### config.mk
export PLATFORM = sky130hd
export DESIGN_NAME = piece_move_sequencer_flat
export DESIGN_NICKNAME = d
export VERILOG_FILES = /design/src/rtl/piece_move_sequencer_pkg.sv /design/src/rtl/piece_move_sequencer_if.sv /design/src/rtl/piece_move_sequencer_move_apply.sv /design/src/rtl/piece_move_sequencer.sv /design/src/flat_wrapper.sv
export SDC_FILE = /design/constraint.sdc
export NUM_CORES = 1
export LEC_CHECK = 0
export BUFFER_PORTS_ARGS = -buffer_cell sky130_fd_sc_hd__buf_2
export CAP_MARGIN = 20
export CORE_AREA = 3 3 123 125
export DETAILED_ROUTE_END_ITERATION = 10
export DIE_AREA = 0 0 126 128
export PLACE_DENSITY = 0.86
export SLEW_MARGIN = 20
export SYNTH_ARGS = -nofsm -noshare
export SYNTH_HDL_FRONTEND = slang
export SYNTH_SLANG_ARGS = --single-unit
### constraint.sdc
create_clock -name clk -period 5.33 [get_ports clk]
set_input_delay 0 -clock clk [delete_from_list [all_inputs] [get_ports clk]]
set_output_delay 0 -clock clk [all_outputs]
set_load 0.01 [all_outputs]
### src/rtl/piece_move_sequencer_pkg.sv
// Shared types and constants for the active-piece move sequencer.
// Holds the piece/control structs, the move opcode enum, the sequencer
// state encoding and small coordinate helpers.
package piece_move_sequencer_pkg;

   // Playfield height; also the hard-drop step limit.
   localparam int FIELD_VERTICAL = 22;

   // Default spawn origin of the piece's 4x4 box.
   localparam int SPAWN_X_DEF = 3;
   localparam int SPAWN_Y_DEF = 0;

   // Signed coordinate width; -32..31 covers the field plus overhang.
   localparam int COORD_W = 6;

   // Player opcodes occupy 0..5; DOWN is the internal gravity step.
   typedef enum logic [2:0] {
      MOVE_LEFT      = 3'd0,
      MOVE_RIGHT     = 3'd1,
      MOVE_ROT_CW    = 3'd2,
      MOVE_ROT_CCW   = 3'd3,
      MOVE_SOFT_DROP = 3'd4,
      MOVE_HARD_DROP = 3'd5,
      MOVE_DOWN      = 3'd6
   } move_op_t;

   // Shape occupancy per rotation (bit r*4+c of the 4x4 box) plus piece index.
   typedef struct packed {
      logic [2:0]       idx;
      logic [3:0][15:0] shape;
   } tetromino_t;

   // Piece placement: shape, rotation and signed box origin.
   typedef struct packed {
      tetromino_t                t;
      logic [1:0]                rot;
      logic signed [COORD_W-1:0] x;
      logic signed [COORD_W-1:0] y;
   } tetromino_ctrl;

   // Sequencer state encoding.
   typedef logic [2:0] seq_state_t;
   localparam seq_state_t S_IDLE   = 3'd0;
   localparam seq_state_t S_SPAWN  = 3'd1;
   localparam seq_state_t S_ACTIVE = 3'd2;
   localparam seq_state_t S_CHECK  = 3'd3;
   localparam seq_state_t S_LOCK   = 3'd4;
   localparam seq_state_t S_OVER   = 3'd5;
   localparam seq_state_t S_DROP   = 3'd6;

   // One-step coordinate moves; wrap is harmless because the checker
   // rejects anything outside the field.
   function automatic logic signed [COORD_W-1:0] incCoord(input logic signed [COORD_W-1:0] v);
      return v + {{(COORD_W-1){1'b0}}, 1'b1};
   endfunction

   function automatic logic signed [COORD_W-1:0] decCoord(input logic signed [COORD_W-1:0] v);
      return v - {{(COORD_W-1){1'b0}}, 1'b1};
   endfunction

endpackage

### src/rtl/piece_move_sequencer_if.sv
// Bundle of all sequencer signals except clock and reset.
// master = the sequencer itself, slave = input/timer logic, checker and field.
interface piece_move_sequencer_if;
   import piece_move_sequencer_pkg::*;

   logic          spawn_req;
   tetromino_t    spawn_piece;
   logic          grav_tick;
   logic          move_valid;
   move_op_t      move_op;
   logic          move_ready;
   tetromino_ctrl chk_t_ctrl;
   logic          chk_isValid;
   tetromino_ctrl cur_t_ctrl;
   logic          piece_active;
   logic          move_done;
   logic          move_ok;
   logic          lock;
   logic          game_over;

   modport master (
      input  spawn_req, spawn_piece, grav_tick, move_valid, move_op, chk_isValid,
      output move_ready, chk_t_ctrl, cur_t_ctrl, piece_active, move_done, move_ok,
             lock, game_over
   );

   modport slave (
      output spawn_req, spawn_piece, grav_tick, move_valid, move_op, chk_isValid,
      input  move_ready, chk_t_ctrl, cur_t_ctrl, piece_active, move_done, move_ok,
             lock, game_over
   );

endinterface

### src/rtl/piece_move_sequencer_move_apply.sv
// Combinational candidate former: applies one move opcode to a placement.
// HARD_DROP_EN: when defined, HARD_DROP forms the first downward step;
// otherwise HARD_DROP leaves the placement untouched.
module piece_move_sequencer_move_apply
   import piece_move_sequencer_pkg::*;
(
   input  tetromino_ctrl curCtrl,
   input  move_op_t      op,
   output tetromino_ctrl candCtrl
);

   // Candidate = current placement with exactly one step applied
   always_comb begin
      candCtrl = curCtrl;
      case (op)
         MOVE_LEFT:      candCtrl.x   = decCoord(curCtrl.x);
         MOVE_RIGHT:     candCtrl.x   = incCoord(curCtrl.x);
         MOVE_ROT_CW:    candCtrl.rot = curCtrl.rot + 2'd1;
         MOVE_ROT_CCW:   candCtrl.rot = curCtrl.rot - 2'd1;
         MOVE_SOFT_DROP: candCtrl.y   = incCoord(curCtrl.y);
         MOVE_DOWN:      candCtrl.y   = incCoord(curCtrl.y);
`ifdef HARD_DROP_EN
         MOVE_HARD_DROP: candCtrl.y   = incCoord(curCtrl.y);
`else
         MOVE_HARD_DROP: candCtrl     = curCtrl;
`endif
         default:        candCtrl     = curCtrl;
      endcase
   end

endmodule

### src/rtl/piece_move_sequencer.sv
// Active-piece sequencer: owns the committed piece and routes every change
// through the external validity checker (registered candidate out,
// combinational verdict back). Gravity beats player moves on ties.
// Optional feature macro HARD_DROP_EN: HARD_DROP repeats DOWN steps until
// blocked or DROP_MAX steps, then locks. Without it HARD_DROP is rejected.
module piece_move_sequencer
   import piece_move_sequencer_pkg::*;
#(
   parameter int SPAWN_X  = SPAWN_X_DEF,
   parameter int SPAWN_Y  = SPAWN_Y_DEF,
   parameter int DROP_MAX = FIELD_VERTICAL
)(
   input logic                    clk,
   input logic                    reset,
   piece_move_sequencer_if.master bus
);

   // The drop counter is sized from DROP_MAX; keep it in a sane range.
   if (DROP_MAX < 1 || DROP_MAX > 63) begin : gBadDropMax
      $error("DROP_MAX must be in 1..63");
   end

   seq_state_t    state;
   tetromino_ctrl curCtrl;
   tetromino_ctrl chkCtrl;
   move_op_t      chkOp;
   logic          gravPend;
   logic          pieceActive;
   logic          moveDone;
   logic          moveOk;
   logic          lockPulse;
   logic          gameOver;

`ifdef HARD_DROP_EN
   localparam int CNT_W = $clog2(DROP_MAX + 1);
   localparam logic [CNT_W-1:0] DROP_LAST = CNT_W'(DROP_MAX - 1);
   logic [CNT_W-1:0] dropCnt;
   logic             dropIssue;
`endif

   logic          gravNow;
   logic          chkAccept;
   logic          lockOnReject;
   move_op_t      applyOp;
   tetromino_ctrl candCtrl;
   tetromino_ctrl spawnCtrl;

   assign gravNow      = bus.grav_tick | gravPend;
   // A disabled HARD_DROP never commits, whatever the checker says.
   assign chkAccept    = bus.chk_isValid && (chkOp != MOVE_HARD_DROP);
   assign lockOnReject = (chkOp == MOVE_DOWN) || (chkOp == MOVE_SOFT_DROP);

   // Player opcode only when a move can be taken; every other candidate is a DOWN step
   always_comb begin
      applyOp = MOVE_DOWN;
      if (state == S_ACTIVE && !gravNow) applyOp = bus.move_op;
   end

   // Spawn placement: new shape, rotation 0, at the configured origin
   always_comb begin
      spawnCtrl   = '0;
      spawnCtrl.t = bus.spawn_piece;
      spawnCtrl.x = COORD_W'(SPAWN_X);
      spawnCtrl.y = COORD_W'(SPAWN_Y);
   end

   piece_move_sequencer_move_apply uApply (
      .curCtrl  (curCtrl),
      .op       (applyOp),
      .candCtrl (candCtrl)
   );

   // Sequencer FSM, candidate/commit registers and one-cycle status pulses
   always_ff @(posedge clk) begin
      if (reset) begin
         state       <= S_IDLE;
         curCtrl     <= '0;
         chkCtrl     <= '0;
         chkOp       <= MOVE_DOWN;
         gravPend    <= 1'b0;
         pieceActive <= 1'b0;
         moveDone    <= 1'b0;
         moveOk      <= 1'b0;
         lockPulse   <= 1'b0;
         gameOver    <= 1'b0;
`ifdef HARD_DROP_EN
         dropCnt     <= '0;
         dropIssue   <= 1'b0;
`endif
      end else begin
         moveDone  <= 1'b0;
         moveOk    <= 1'b0;
         lockPulse <= 1'b0;
         // Ticks that arrive while busy are remembered once; extras merge.
         if (bus.grav_tick && state != S_ACTIVE) gravPend <= 1'b1;

         case (state)
            S_IDLE: begin
               if (bus.spawn_req) begin
                  chkCtrl <= spawnCtrl;
                  chkOp   <= MOVE_DOWN;
                  state   <= S_SPAWN;
               end
            end

            S_SPAWN: begin
               if (bus.chk_isValid) begin
                  curCtrl     <= chkCtrl;
                  pieceActive <= 1'b1;
                  state       <= S_ACTIVE;
               end else begin
                  gameOver <= 1'b1;
                  state    <= S_OVER;
               end
            end

            S_ACTIVE: begin
               if (gravNow) begin
                  chkCtrl  <= candCtrl;
                  chkOp    <= MOVE_DOWN;
                  gravPend <= 1'b0;
                  state    <= S_CHECK;
               end else if (bus.move_valid) begin
                  chkCtrl <= candCtrl;
                  chkOp   <= bus.move_op;
`ifdef HARD_DROP_EN
                  if (bus.move_op == MOVE_HARD_DROP) begin
                     dropCnt   <= '0;
                     dropIssue <= 1'b0;
                     state     <= S_DROP;
                  end else begin
                     state <= S_CHECK;
                  end
`else
                  state <= S_CHECK;
`endif
               end
            end

            S_CHECK: begin
               if (chkAccept) curCtrl <= chkCtrl;
               if (chkOp != MOVE_DOWN) begin
                  moveDone <= 1'b1;
                  moveOk   <= chkAccept;
               end
               if (!bus.chk_isValid && lockOnReject) state <= S_LOCK;
               else                                  state <= S_ACTIVE;
            end

            S_LOCK: begin
               lockPulse   <= 1'b1;
               pieceActive <= 1'b0;
               gravPend    <= 1'b0;
               state       <= S_IDLE;
            end

            S_OVER: begin
               state <= S_OVER;
            end

`ifdef HARD_DROP_EN
            // Alternates: evaluate the registered step, then issue the next one.
            S_DROP: begin
               if (dropIssue) begin
                  chkCtrl   <= candCtrl;
                  dropIssue <= 1'b0;
               end else if (bus.chk_isValid && dropCnt != DROP_LAST) begin
                  curCtrl   <= chkCtrl;
                  dropCnt   <= dropCnt + 1'b1;
                  dropIssue <= 1'b1;
               end else begin
                  if (bus.chk_isValid) curCtrl <= chkCtrl;
                  moveDone <= 1'b1;
                  moveOk   <= 1'b1;
                  state    <= S_LOCK;
               end
            end
`endif

            default: state <= S_IDLE;
         endcase
      end
   end

   assign bus.move_ready   = (state == S_ACTIVE) & ~gravPend & ~bus.grav_tick;
   assign bus.chk_t_ctrl   = chkCtrl;
   assign bus.cur_t_ctrl   = curCtrl;
   assign bus.piece_active = pieceActive;
   assign bus.move_done    = moveDone;
   assign bus.move_ok      = moveOk;
   assign bus.lock         = lockPulse;
   assign bus.game_over    = gameOver;

endmodule

### src/flat_wrapper.sv
// flat-port wrapper written by rule: the top's interface ports become plain ports
module piece_move_sequencer_flat import piece_move_sequencer_pkg::*;
#(
   parameter int SPAWN_X  = SPAWN_X_DEF,
   parameter int SPAWN_Y  = SPAWN_Y_DEF,
   parameter int DROP_MAX = FIELD_VERTICAL
)
  (clk, reset, bus_spawn_req, bus_spawn_piece, bus_grav_tick, bus_move_valid, bus_move_op, bus_chk_isValid, bus_move_ready, bus_chk_t_ctrl, bus_cur_t_ctrl, bus_piece_active, bus_move_done, bus_move_ok, bus_lock, bus_game_over);
  piece_move_sequencer_if bus_i ();
  input logic clk;
  input logic reset;
  input wire logic [$bits(bus_i.spawn_req)-1:0] bus_spawn_req;
  input wire logic [$bits(bus_i.spawn_piece)-1:0] bus_spawn_piece;
  input wire logic [$bits(bus_i.grav_tick)-1:0] bus_grav_tick;
  input wire logic [$bits(bus_i.move_valid)-1:0] bus_move_valid;
  input wire logic [$bits(bus_i.move_op)-1:0] bus_move_op;
  input wire logic [$bits(bus_i.chk_isValid)-1:0] bus_chk_isValid;
  output wire logic [$bits(bus_i.move_ready)-1:0] bus_move_ready;
  output wire logic [$bits(bus_i.chk_t_ctrl)-1:0] bus_chk_t_ctrl;
  output wire logic [$bits(bus_i.cur_t_ctrl)-1:0] bus_cur_t_ctrl;
  output wire logic [$bits(bus_i.piece_active)-1:0] bus_piece_active;
  output wire logic [$bits(bus_i.move_done)-1:0] bus_move_done;
  output wire logic [$bits(bus_i.move_ok)-1:0] bus_move_ok;
  output wire logic [$bits(bus_i.lock)-1:0] bus_lock;
  output wire logic [$bits(bus_i.game_over)-1:0] bus_game_over;
  assign bus_i.spawn_req = bus_spawn_req;
  assign bus_i.spawn_piece = bus_spawn_piece;
  assign bus_i.grav_tick = bus_grav_tick;
  assign bus_i.move_valid = bus_move_valid;
  assign bus_i.move_op = bus_move_op;
  assign bus_i.chk_isValid = bus_chk_isValid;
  assign bus_move_ready = bus_i.move_ready;
  assign bus_chk_t_ctrl = bus_i.chk_t_ctrl;
  assign bus_cur_t_ctrl = bus_i.cur_t_ctrl;
  assign bus_piece_active = bus_i.piece_active;
  assign bus_move_done = bus_i.move_done;
  assign bus_move_ok = bus_i.move_ok;
  assign bus_lock = bus_i.lock;
  assign bus_game_over = bus_i.game_over;
  piece_move_sequencer #(.SPAWN_X(SPAWN_X), .SPAWN_Y(SPAWN_Y), .DROP_MAX(DROP_MAX)) u_core (.clk(clk), .reset(reset), .bus(bus_i));
endmodule
==> results.md <==
* Post-route DRC at 0
* Post-route ant nets at 0
* Post-route insts no fill at 1,282
* Drt first pass iters at 5
* Latest clock arrival within the worst-skew pair at 0.42 ns
* Wire per inst at 16.3 um
* Peak VDD IR at 0.000230 V
* Flops & latches, synth at 174
* First DRT Iteration DRCs at 595
* Crit path max fanout at between 50 and 60
* Combinational power share at 0.157
* Ys Warns at 0
* Nets at about 1,200
* Num CTS Buffers at 17
* Hold buffer count at CTS at 72
* Seq pwr share at 0.477
* Placed insts at between 1,000 and 1,500
* Syn Nets at roughly 890
* Switching Share at 0.283
* Io pins at about 240
* Number of global-route vias before repair at about 6,700
* Area post-placement at 8250 um2
* Final instance area at 9500 um2
* Post-CTS Resized at 0
* Root buf cell: clkbuf_16
* Critical Path RT at 5.63 ns
* Fin crit share at 0.628
* Seq/Total Area, Yosys at 0.496
* PwrDens at 321 nW/um2
* Setup bufs post-CTS at 0
* Setup CP Type: flop to flop
* Clk slew on worst S/H paths at 0.06 ns
* CTS Buffer Depth at 2
* Final Max Slew Viols at 0
* Vias at approximately 6,900
* Synth area leaders: dfxtp_1 50%, nand2_1 9.8%, mux2i_1 9.6%, a211oi_1 7.6%, a21oi_1 6.5%
* Internal power at around 0.0022 W
* Via/cell ratio at 5.36
* CTS tree: built
* Syn_area_per_cell at roughly 8.7 um2
* Fillers at roughly 1,000
* Post-synth top cells: 184 x nand2_1, 174 x dfxtp_1, 91 x a21oi_1
* Fmax at ~300 MHz
* Initial antenna violation count at 0
* Post-synthesis async set-or-reset flop share at 0
* Core Area at 14,000 um2
* Yosys cell types at 44
* Pin count of the biggest net entering global routing at slightly below 90
* Status: completed
* Total grt overflow at 0
* Most common cell in the netlist: nand2_1
* Fin Setup TNS at 0 ns
* Final core utilization at 0.679
* Max Cap Viol at 0
* IO Port Bufs at 243
* Slew @ Worst Pin at about 1 ns
* Count of flip-flops with a built-in enable after synthesis at 0
* Primary FF master, synth: dfxtp_1
* CP Capture Type: flop
* Rows at 43
* # diodes at 0
* Synthesized instance count at 811
* H-tree levels at 4
* Routed wire length at around 21 mm
* Leakage at 4.02 nW
* P&R area growth vs syn at 35.3%
* Final setup violation count at 0
* Global-route wire length before repair at about 33 mm
* GP Congestion at 0.819
* Synth area leader: dfxtp_1
* Worst EP arrival at between 3 and 4 ns
* Share of the synthesized area in the top cell type at 0.496
* Die height at 128 um
* Hold Fails Final Rpt at 0
* Power consumption at 0.00305 W
* Clk pwr share at 0.366
* Sink Count at 174
* Unrepaired setup endpoints after global routing: false
* Total die area at 16,100 um2
* Sw Pwr at roughly 0.00086 W
* Setup Skew at approximately 0.015 ns
* Post-synth design cell area at 7020 um2
* Rel. slew slack at 0.325
* GRT Overall Usage at 0.249
* Die W at 126 um
* Hpwl dp at 12.4 mm
* Type of the worst min-delay path: primary input to flop
* CP Launch Type: flop
* Share of layout cells above drive strength 1 at 0.261
* Initial Utilization at 0.502
* Fin crit period at 3.35 ns
-- power groups by stage --
stage | logic (W) | registers, W | clock network, W
2_1_floorplan | 0.000239 | 0.00150 | 0
3_3_place_gp | 0.000418 | 0.00148 | 0
3_5_place_dp | 0.000429 | 0.00148 | 0
4_1_cts | 0.000472 | 0.00145 | 0.00113
5_1_grt | 0.000522 | 0.00146 | 0.00120
6_report | 0.000479 | 0.00145 | 0.00111
-- through the flow --
| stage | hold slack [ns] | worst slack (ns) |
|---|---|---|
| 2_1_floorplan | 0.136 | 2.68 |
| 3_3_place_gp | 0.311 | 2.18 |
| 3_5_place_dp | 0.307 | 2.09 |
| 4_1_cts | 0.0534 | 2.02 |
| 5_1_grt | 0.111 | 1.75 |
| 6_report | 0.0843 | 1.98 |
-- area by class of cell --
class / instances / area (um2) / area share
Sequential cell: 174 / 3480 / 0.367
Multi-Input combinational cell: 571 / 3260 / 0.344
Timing Repair Buffer: 321 / 1980 / 0.209
Clock buffer: 19 / 433 / 0.0456
Tap cell: 180 / 225 / 0.0237
Clock inverter: 13 / 92.6 / 0.00975
Inverter: 4 / 15.0 / 0.00158
-- worst max-delay path, stage by stage, from the launching register on --
cell and delay (ns):
dfxtp_1 0.56, nor3b_4 0.34, buf_4 0.31, buf_4 0.83, nand3_1 0.40, and4_1 0.37, nand3_1 0.12, xor2_1 0.17
o21ai_0 0.09
-- layout by cell type, fill, tap and decap left out, types with 2 or more instances in the layout --
master           n
o21ai_1          4
a21oi_1         91
buf_2          242
clkbuf_16       17
clkbuf_1         2
or3_1            2
a211oi_1        71
inv_1            4
a21o_1           2
nand2b_1         2
clkinv_2         5
ha_1             6
nor3_1           3
nor2_1          84
xor2_1          10
dlygate4sd3_1   72
buf_4            7
o21bai_1         2
o21ai_0          8
xnor2_1          5
nor2b_1          2
dfxtp_1        174
a22oi_1          2
clkinv_4         4
nand2_1        184
nand3_1          5
mux2i_1         67
inv_6            2
clkinvlp_4       2
-- worst paths after layout --
| kind | startpoint | end | slack [ns] | cells after the start |
|---|---|---|---|---|
| max | u_core.state[1]$_SDFFE_PP0P_ | u_core.bus.chk_t_ctrl[5]$_SDFFE_PP0P_ | 1.98 | 8 |
| min | bus_grav_tick | u_core.gravPend$_SDFF_PP0_ | 0.08 | 3 |
| max reg2reg | u_core.state[1]$_SDFFE_PP0P_ | u_core.bus.chk_t_ctrl[5]$_SDFFE_PP0P_ | 1.98 | 8 |
| min reg2reg | u_core.bus.cur_t_ctrl[74]$_SDFFE_PP0P_ | u_core.bus.cur_t_ctrl[74]$_SDFFE_PP0P_ | 0.47 | 2 |
-- per-layer routing --
layer	vias to the layer above	share of wire	track usage
met2	295	0.51	0.437
met5	-	0	0
met3	43	0.062	0.0538
met4	0	0.022	0.0972
li1	3339	-	-
met1	3192	0.41	0.298
-- cell families (layout without fill, tap and decap cells) --
| logic type | count (synthesis) | count (layout) | synth area share |
|---|---|---|---|
| multiplexers | 68 | 68 | 0.0971 |
| AND/OR/NAND/NOR | 293 | 293 | 0.167 |
| flip-flops | 174 | 174 | 0.496 |
| buffers and inverters | 66 | 357 | 0.0417 |
| adder cells (fa/ha/maj) | 7 | 7 | 0.0135 |
| AO/OA/AOI/OAI | 188 | 188 | 0.165 |
| XOR/XNOR | 15 | 15 | 0.0187 |
-- flip-flops by register name, summed over array words and instances, names as in the netlist --
signal and count:
u_core.bus.piece_active 1, u_core.chkOp 3, u_core.bus.game_over 1, u_core.bus.move_done 1
u_core.bus.move_ok 1, u_core.bus.lock 1, u_core.gravPend 1, u_core.bus.chk_t_ctrl 81
u_core.bus.cur_t_ctrl 81, u_core.state 3
Note: power is estimated with default switching activity, not from simulation.
